$ cat config.mk
export PLATFORM = sky130hd
export DESIGN_NAME = park_keypad_entry
export DESIGN_NICKNAME = d
export VERILOG_FILES = /design/src/rtl/park_keypad_entry.sv
export SDC_FILE = /design/constraint.sdc
export NUM_CORES = 1
export LEC_CHECK = 0
export ABC_AREA = 1
export CORE_MARGIN = 5
export CORE_UTILIZATION = 35
export DETAILED_ROUTE_END_ITERATION = 16
export PLACE_DENSITY = 0.55
export SYNTH_ARGS = -nofsm -noshare
export SYNTH_HDL_FRONTEND = slang
export SYNTH_SLANG_ARGS = --single-unit
$ cat constraint.sdc
create_clock -name clk -period 4.3 [get_ports clk]
set_input_delay 1.29 -clock clk [delete_from_list [all_inputs] [get_ports clk]]
set_output_delay 1.29 -clock clk [all_outputs]
set_load 0.005 [all_outputs]
$ cat src/rtl/park_keypad_entry.sv
// Keypad front end for the parking-gate password controller: debounced buttons,
// MSB-first code entry, submit strobe, failed-attempt counting and timed lockout.
module park_keypad_entry #(
    parameter int unsigned CODE_W      = 4,
    parameter int unsigned DEBOUNCE    = 3,
    parameter int unsigned MAX_TRIES   = 3,
    parameter int unsigned LOCK_CYCLES = 20
) (
    input  logic                             clk,
    input  logic                             reset,
    input  logic                             front,
    input  logic                             btn0,
    input  logic                             btn1,
    input  logic                             btn_enter,
    input  logic                             btn_clear,
    input  logic                             pw_status_in,
    output logic [CODE_W-1:0]                password,
    output logic                             pw_valid,
    output logic [$clog2(CODE_W+1)-1:0]      bit_count,
    output logic [$clog2(MAX_TRIES+1)-1:0]   fail_count,
    output logic                             locked,
    output logic                             granted
);
    localparam int unsigned BCW = $clog2(CODE_W + 1);
    localparam int unsigned FCW = $clog2(MAX_TRIES + 1);
    localparam int unsigned TW  = $clog2(LOCK_CYCLES + 1);
    localparam int unsigned DCW = $clog2(DEBOUNCE + 1);
    localparam int unsigned NB  = 4;
    localparam logic [DCW-1:0] DEB_LAST = DCW'(DEBOUNCE - 1);

    typedef enum logic [2:0] {StIdle, StEntry, StSubmit, StWait, StPassed, StLocked} state_e;

    // Button order: 0 = btn0, 1 = btn1, 2 = enter, 3 = clear
    logic [NB-1:0]          raw;
    logic [NB-1:0]          sync1_q, sync2_q, deb_q, press_q;
    logic [NB-1:0][DCW-1:0] deb_cnt_q;

    assign raw = {btn_clear, btn_enter, btn1, btn0};

    always_ff @(posedge clk or negedge reset) begin
        if (!reset) begin
            sync1_q   <= '0;
            sync2_q   <= '0;
            deb_q     <= '0;
            press_q   <= '0;
            deb_cnt_q <= '0;
        end else begin
            sync1_q <= raw;
            sync2_q <= sync1_q;
            for (int i = 0; i < NB; i++) begin
                press_q[i] <= 1'b0;
                if (sync2_q[i] != deb_q[i]) begin
                    if (deb_cnt_q[i] == DEB_LAST) begin
                        deb_q[i]     <= sync2_q[i];
                        deb_cnt_q[i] <= '0;
                        press_q[i]   <= sync2_q[i];
                    end else begin
                        deb_cnt_q[i] <= deb_cnt_q[i] + DCW'(1);
                    end
                end else begin
                    deb_cnt_q[i] <= '0;
                end
            end
        end
    end

    logic ev0, ev1, ev_enter, ev_clear, bit_ev, full;

    assign ev0      = press_q[0];
    assign ev1      = press_q[1];
    assign ev_enter = press_q[2];
    assign ev_clear = press_q[3];
    // Simultaneous 0 and 1 presses cancel each other
    assign bit_ev   = ev0 ^ ev1;
    assign full     = (bit_count == BCW'(CODE_W));

    state_e            state_q;
    logic [CODE_W-1:0] shift_q;
    logic [TW-1:0]     timer_q;

    always_ff @(posedge clk or negedge reset) begin
        if (!reset) begin
            state_q    <= StIdle;
            shift_q    <= '0;
            timer_q    <= '0;
            password   <= '0;
            pw_valid   <= 1'b0;
            bit_count  <= '0;
            fail_count <= '0;
            locked     <= 1'b0;
            granted    <= 1'b0;
        end else begin
            pw_valid <= 1'b0;
            unique case (state_q)
                StIdle: begin
                    if (front) begin
                        state_q   <= StEntry;
                        shift_q   <= '0;
                        bit_count <= '0;
                    end
                end
                StEntry: begin
                    if (!front) begin
                        state_q   <= StIdle;
                        shift_q   <= '0;
                        bit_count <= '0;
                        password  <= '0;
                    end else if (ev_clear) begin
                        shift_q   <= '0;
                        bit_count <= '0;
                    end else if (ev_enter && full) begin
                        state_q  <= StSubmit;
                        password <= shift_q;
                        pw_valid <= 1'b1;
                    end else if (bit_ev && !full) begin
                        shift_q   <= {shift_q[CODE_W-2:0], ev1};
                        bit_count <= bit_count + BCW'(1);
                    end
                end
                StSubmit: begin
                    if (!front) begin
                        state_q   <= StIdle;
                        shift_q   <= '0;
                        bit_count <= '0;
                        password  <= '0;
                    end else begin
                        state_q <= StWait;
                    end
                end
                StWait: begin
                    if (!front) begin
                        state_q   <= StIdle;
                        shift_q   <= '0;
                        bit_count <= '0;
                        password  <= '0;
                    end else if (pw_status_in) begin
                        state_q    <= StPassed;
                        fail_count <= '0;
                        granted    <= 1'b1;
                    end else if (fail_count >= FCW'(MAX_TRIES - 1)) begin
                        state_q    <= StLocked;
                        fail_count <= FCW'(MAX_TRIES);
                        locked     <= 1'b1;
                        timer_q    <= TW'(LOCK_CYCLES);
                    end else begin
                        state_q    <= StEntry;
                        fail_count <= fail_count + FCW'(1);
                        shift_q    <= '0;
                        bit_count  <= '0;
                    end
                end
                StPassed: begin
                    if (!front) begin
                        state_q   <= StIdle;
                        granted   <= 1'b0;
                        shift_q   <= '0;
                        bit_count <= '0;
                        password  <= '0;
                    end
                end
                StLocked: begin
                    // Leaving on the last count keeps the dwell at exactly LOCK_CYCLES
                    if (timer_q == TW'(1)) begin
                        timer_q    <= '0;
                        locked     <= 1'b0;
                        fail_count <= '0;
                        shift_q    <= '0;
                        bit_count  <= '0;
                        if (front) begin
                            state_q <= StEntry;
                        end else begin
                            state_q  <= StIdle;
                            password <= '0;
                        end
                    end else begin
                        timer_q <= timer_q - TW'(1);
                    end
                end
                default: state_q <= StIdle;
            endcase
        end
    end
endmodule

==> results of run 1 <==
[final cells by class]
class                      instances  area (um2)
multi-input combinational        155         896
timing repair buffer              19         185
tap                               77        96.3
inverter                          32         126
clock buffer                       6        72.6
sequential                        48        1200
clock inverter                     1        5.00
fill                             615        3690
[worst max-delay path, delay by kind of cell]
family        cells  cell delay (ps)
simple gates      7              770
buf+inv           2              880
[synthesized netlist by cell type (2+ instances only)]
library cell  instances
ha_1                  5
nor3_1                8
o21ai_0               6
nor2_2                4
o21ai_1               6
xnor2_1               5
nor2_1               14
inv_2                 2
nand4_1               3
a21oi_1               7
nand2_2               5
inv_1                28
mux2_2                4
nand2_1              50
dfrtp_1              48
nor2_4                3
nand3_2               3
nand2_4               2
nand3_1              17
nor3b_1               4
[report_power, final]
group / switching [mW] / internal, mW / leakage [nW]
sequential: 0.102 / 0.565 / 0.616
clock: 0.140 / 0.111 / 0.0410
combinational: 0.302 / 0.228 / 0.554
[cells in the final DEF (no fill, tap or decap), types with 4 or more instances in the layout]
cell type / netlist / routed
nand3_1: 17 / 17
nor3b_1: 4 / 4
o21ai_1: 6 / 6
clkbuf_8: 0 / 5
mux2_2: 4 / 4
nor2_2: 4 / 4
inv_1: 28 / 28
nand2_2: 5 / 5
nor2_1: 14 / 14
nand2_1: 50 / 50
nor3_1: 8 / 8
clkdlybuf4s50_1: 0 / 18
dfrtp_1: 48 / 48
xnor2_1: 5 / 5
o21ai_0: 6 / 6
a21oi_1: 7 / 7
ha_1: 5 / 5
[per-stage QoR]
step / setup slack (ps) / hold WS [ps]
2_1_floorplan: 2170 / 331
3_3_place_gp: 1320 / 333
3_5_place_dp: 1270 / 336
4_1_cts: 1580 / 355
5_1_grt: 1400 / 359
6_report: 1590 / 353
[path summary, 6_finish.rpt]
kind                                        start                  endpoint  depth (start not counted)
setup reg to reg           timer_q[1]$_DFFE_PN0P_  bit_count[1]$_DFFE_PN0P_                          9
max in group asynchronous                   reset       granted$_DFFE_PN0P_                          1
hold reg to reg              sync1_q[1]$_DFF_PN0_      sync2_q[1]$_DFF_PN0_                          0
hold / removal               sync1_q[1]$_DFF_PN0_      sync2_q[1]$_DFF_PN0_                          0
min in group asynchronous                   reset    timer_q[0]$_DFFE_PN0P_                          1
setup / recovery                            front  bit_count[2]$_DFFE_PN0P_                          9
[state kept, by name (all words and copies together), names as in the netlist, 4 cells and up]
register,cells
deb_cnt_q,8
timer_q,5
deb_q,4
password,4
press_q,4
shift_q,4
sync1_q,4
sync2_q,4
[layer usage]
metal	part of all wire [%]	routed length, um
met4	1.7	63
met2	44	1630
met1	50	1870
met3	4.2	157
met5	0	0
[logic make-up after synthesis]
family                   after synthesis  synth area share (%)
adder cells (fa/ha/maj)                5                  2.81
AO/OA/AOI/OAI                         23                  5.56
AND/OR/NAND/NOR                      117                  27.5
XOR/XNOR                               6                  2.36
flip-flops                            48                  53.9
buffers and inverters                 33                  5.90
multiplexers                           4                  2.02
==> impl_metrics.py, run 1 <==
metrics = {
    "placement": {
        "gp_congestion": 0.846,
        "port-buffer-count": 19,
        "post_dp_cell_area_um2": 2500,
        "dpl.cell_count": 331,
        "dp_hpwl_um": 2680,
    },
    "synthesis": {
        "syn-cell-area_um2": 2230,
        "async_reset_ff_share_pct": 100,
        "avgSynthCellArea_um2": 9.44,
        "yosys_warnings": 0,
        "synthFlopType": "dfrtp_1",
        "synth.area.top_cells": "dfrtp_1, nand2_1, inv_1",
        "synth_edf_count": 0,
        "synth_area_leader_cell": "dfrtp_1",
        "synth_cells": 236,
        "synth_top_area_share_pct": 53.9,
        "synthesis.nets": 249,
        "ys_seq_elements": 48,
        "seq_area_frac_synth_pct": 53.9,
        "synth_cell_type_count": 32,
    },
    "global_routing": {
        "grt_use_met3_pct": 2.50,
        "use_met1_pct": 14.3,
        "grt_pass1_wl_um": 7030,
        "busiest_layer": "met2",
        "gr-total-overflow": 0,
        "grt_util_met2_pct": 15.7,
        "grt_use_total_pct": 10.5,
        "first_global_vias": 1522,
        "antenna_found_initial": 0,
        "grt_max_degree": 49,
    },
    "detailed_routing": {
        "drtIter0Drc": 68,
        "dr.pass1.iters": 4,
        "final_antenna_net_count": 0,
        "wl_per_cell_um": 11.0,
        "vias": 1530,
        "wl_um": 3720,
        "drc": 0,
        "viasPerCell": 4.53,
    },
    "timing": {
        "max_freq_mhz": 369,
        "finalSetupTns_ps": 0,
        "finalClockSkew_ps": 9.98,
        "rsz0062_at_grt": "false",
        "slew_violations": 0,
        "fin_crit_sh_pct": 62.9,
        "tightestPinTransition_ps": 1050,
        "finalSetupViolations": 0,
        "hold_violations": 0,
        "maxSlewHeadroom_pct": 30.0,
        "finalCriticalPeriod_ps": 2710,
    },
    "floorplanning": {
        "core.rowCount": 29,
        "die_h_um": 89.8,
        "initial_core_util_pct": 35.5,
        "io_pins": 20,
        "die-area_um2": 8060,
        "die_w_um": 89.8,
        "design.core.area_um2": 6280,
    },
    "clock_tree": {
        "cts.sinks": 48,
        "cts-root-buf": "clkbuf_8",
        "h-tree-depth": 2,
        "cts_tree": "done",
        "cts.reportedPaths.clkPinSlew_ps": 80,
        "cts_setup_buffers": 0,
        "hold_buffers": 0,
        "cts_resized": 0,
        "cts_buffer_depth": 2,
        "cts_buffers": 5,
        "clk_latency_ps": 300,
    },
    "min_path": {
        "holdCritPathClass": "register to register",
    },
    "setup_path": {
        "critical_path_class": "input pin to register",
        "cp_data_required_time_ps": 4540,
        "path_max_fanout": 12,
        "start_kind": "input pin",
        "worstPathArrival_ps": 2940,
        "cp-end-kind": "register",
        "path_common_cell": "nand2_1",
        "cpPeakStageDelay_ps": 740,
        "cp_slowest_cell": "clkdlybuf4s50_1",
        "critical_path.cell_chain": "clkdlybuf4s50_1, inv_1, nor2_1, nand3_2, nor2_2, nor2_4, nand2_4, nand2_1, nand2_1",
        "rrSetupSlack_ps": 2720,
    },
    "final_layout": {
        "final_cells": 338,
        "drive_gt1_share_pct": 14.2,
        "area_growth_pct": 15.9,
        "antenna_cells": 0,
        "fin_area_um2": 2580,
        "postLayoutCoreUtil_pct": 41.1,
        "nets": 274,
    },
    "power_and_ir_drop": {
        "power_density_nw_per_um2": 561,
        "p_total_mw": 1.45,
        "leakagePower_nw": 1.21,
        "ir_worst_vdd_mv": 0.200,
    },
    "flow_run": {
        "maxCapViolCount": 0,
    },
    "outcome": {
        "status": "finished, final reports clean",
    },
}
(Power assumes the default switching activity.)
==> inputs of run 2 (changes only) <==
==> constraint.sdc (replaced) <==
create_clock -name clk -period 2.5 [get_ports clk]
set_input_delay 0.75 -clock clk [delete_from_list [all_inputs] [get_ports clk]]
set_output_delay 0.75 -clock clk [all_outputs]
set_load 0.005 [all_outputs]
==> impl_metrics.py, run 2 (synthesized netlist as in run 1, its figures left out) <==
metrics = {
    "timing": {
        "finalSetupTns_ps": 0,
        "holdWs_ps": 355,
        "finalCriticalPeriod_ps": 2070,
        "maxSlewHeadroom_pct": 73.5,
        "rsz0062_at_grt": "false",
        "finalClockSkew_ps": 16.8,
        "finalSetupViolations": 0,
        "hold_violations": 0,
        "tightestPinTransition_ps": 398,
        "fin_crit_sh_pct": 82.8,
        "max_freq_mhz": 483,
        "slew_violations": 0,
    },
    "final_layout": {
        "final_cell_mix": "nand2_1, dfrtp_1, inv_1, clkdlybuf4s50_1, nand3_1",
        "final_common_cell": "nand2_1",
        "fillCellCount": 617,
        "reg.largest.list": "deb_cnt_q (8), timer_q (5)",
        "nets": 277,
        "top_register": "deb_cnt_q",
        "drive_gt1_share_pct": 15.8,
        "area_growth_pct": 18.4,
        "antenna_cells": 0,
        "largest_reg_flops": 8,
    },
    "floorplanning": {
        "die_w_um": 89.8,
        "die_h_um": 89.8,
        "die-area_um2": 8060,
        "io_pins": 20,
        "core.rowCount": 29,
        "design.core.area_um2": 6280,
        "initial_core_util_pct": 35.5,
    },
    "clock_tree": {
        "cts_resized": 0,
        "h-tree-depth": 2,
        "hold_buffers": 0,
        "clk_latency_ps": 300,
        "cts_setup_buffers": 0,
        "cts_tree": "done",
        "cts.sinks": 48,
        "cts_buffer_depth": 2,
        "cts.reportedPaths.clkPinSlew_ps": 100,
        "cts-root-buf": "clkbuf_8",
        "cts_buffers": 5,
    },
    "power_and_ir_drop": {
        "swShare_pct": 36.5,
        "p_int_mw": 1.66,
        "leakagePower_nw": 1.24,
        "p_seq_share_pct": 43.7,
        "clkPwrFrac_pct": 21.3,
        "switchingPower_uw": 958,
        "p_comb_share_pct": 35.1,
        "p_total_mw": 2.62,
        "ir_worst_vdd_mv": 0.340,
        "power_density_nw_per_um2": 993,
    },
    "setup_path": {
        "path_delay_family": "buffers and inverters",
        "rrSetupSlack_ps": 910,
        "path_max_fanout": 5,
        "cpPeakStageDelay_ps": 550,
        "cp_slowest_cell": "clkdlybuf4s50_1",
        "cp_data_required_time_ps": 1750,
        "critical_path_class": "register to primary output",
        "start_kind": "register",
        "critical_path.cell_chain": "clkdlybuf4s50_1",
        "timing.critical_path.buf_inv": 1,
        "cp-end-kind": "primary output",
        "worstPathArrival_ps": 1320,
    },
    "global_routing": {
        "grt_max_degree": 20,
        "gr-total-overflow": 0,
        "grt_use_total_pct": 10.5,
        "antenna_found_initial": 0,
        "first_global_vias": 1585,
        "grt_pass1_wl_um": 7030,
    },
    "detailed_routing": {
        "drc": 0,
        "wl_um": 3730,
        "final_antenna_net_count": 0,
        "viasPerCell": 4.53,
        "drtIter0Drc": 50,
        "wl_per_cell_um": 10.9,
        "dr.pass1.iters": 4,
        "vias": 1550,
    },
    "flow_run": {
        "maxCapViolCount": 0,
    },
    "min_path": {
        "holdCritPathClass": "input pin to asynchronous set/reset pin",
    },
    "placement": {
        "port-buffer-count": 19,
        "gp_congestion": 0.757,
        "dp_hpwl_um": 2820,
    },
    "outcome": {
        "status": "finished, final reports clean",
    },
}
==> run 2: changes by cell type in the layout (fill, tap and decap cells not counted), sizes merged <==
cell and delta:
buf +3, bufinv +1, clkbuf -1, clkinvlp +1
==> run 2: final cells by class <==
class                           count  area, um2  share of cell area (%)
Clock buffer                        5       68.8                    2.61
Clock inverter                      3       42.5                    1.61
Inverter                           32        126                    4.79
Multi-Input combinational cell    155        896                    33.9
Sequential cell                    48       1200                    45.5
Tap cell                           77       96.3                    3.65
Timing Repair Buffer               22        208                    7.87
==> run 2: final timing paths <==
path | startpoint | endpoint | cells after the start
max reg2reg | bit_count[0]$_DFFE_PN0P_ | bit_count[1]$_DFFE_PN0P_ | 10
max in group asynchronous | reset | sync1_q[1]$_DFF_PN0_ | 2
max | bit_count[2]$_DFFE_PN0P_ | bit_count[2] | 1
min in group clk | sync1_q[0]$_DFF_PN0_ | sync2_q[0]$_DFF_PN0_ | 0
min reg2reg | sync1_q[0]$_DFF_PN0_ | sync2_q[0]$_DFF_PN0_ | 0
min | reset | deb_cnt_q[5]$_DFF_PN0_ | 1
==> run 2: through the flow <==
stage                     setup slack (ps)  std cells  util [%]  cell area, um2
final                                  430        342      42.0            2640
after floorplan                        913        236         -            2230
after global placement                 331        334      40.3            2530
after CTS                              418        342      42.0            2640
after global routing                   377        342      42.0            2640
after detailed placement               316        334      40.3            2530
==> run 2: per-layer routing <==
metal	track usage (%)	routed length [um]
met1	14.0	1880
met5	0	0
met2	16.0	1640
met3	3.59	173
met4	3.65	32
==> run 2: power by group through the flow <==
stage / logic, mW / registers, mW / clock network (mW)
after floorplan: 0.697 / 1.13 / 0
after global placement: 0.923 / 1.16 / 0
after detailed placement: 0.933 / 1.16 / 0
after CTS: 0.939 / 1.15 / 0.579
after global routing: 1.07 / 1.18 / 0.612
final: 0.919 / 1.14 / 0.557
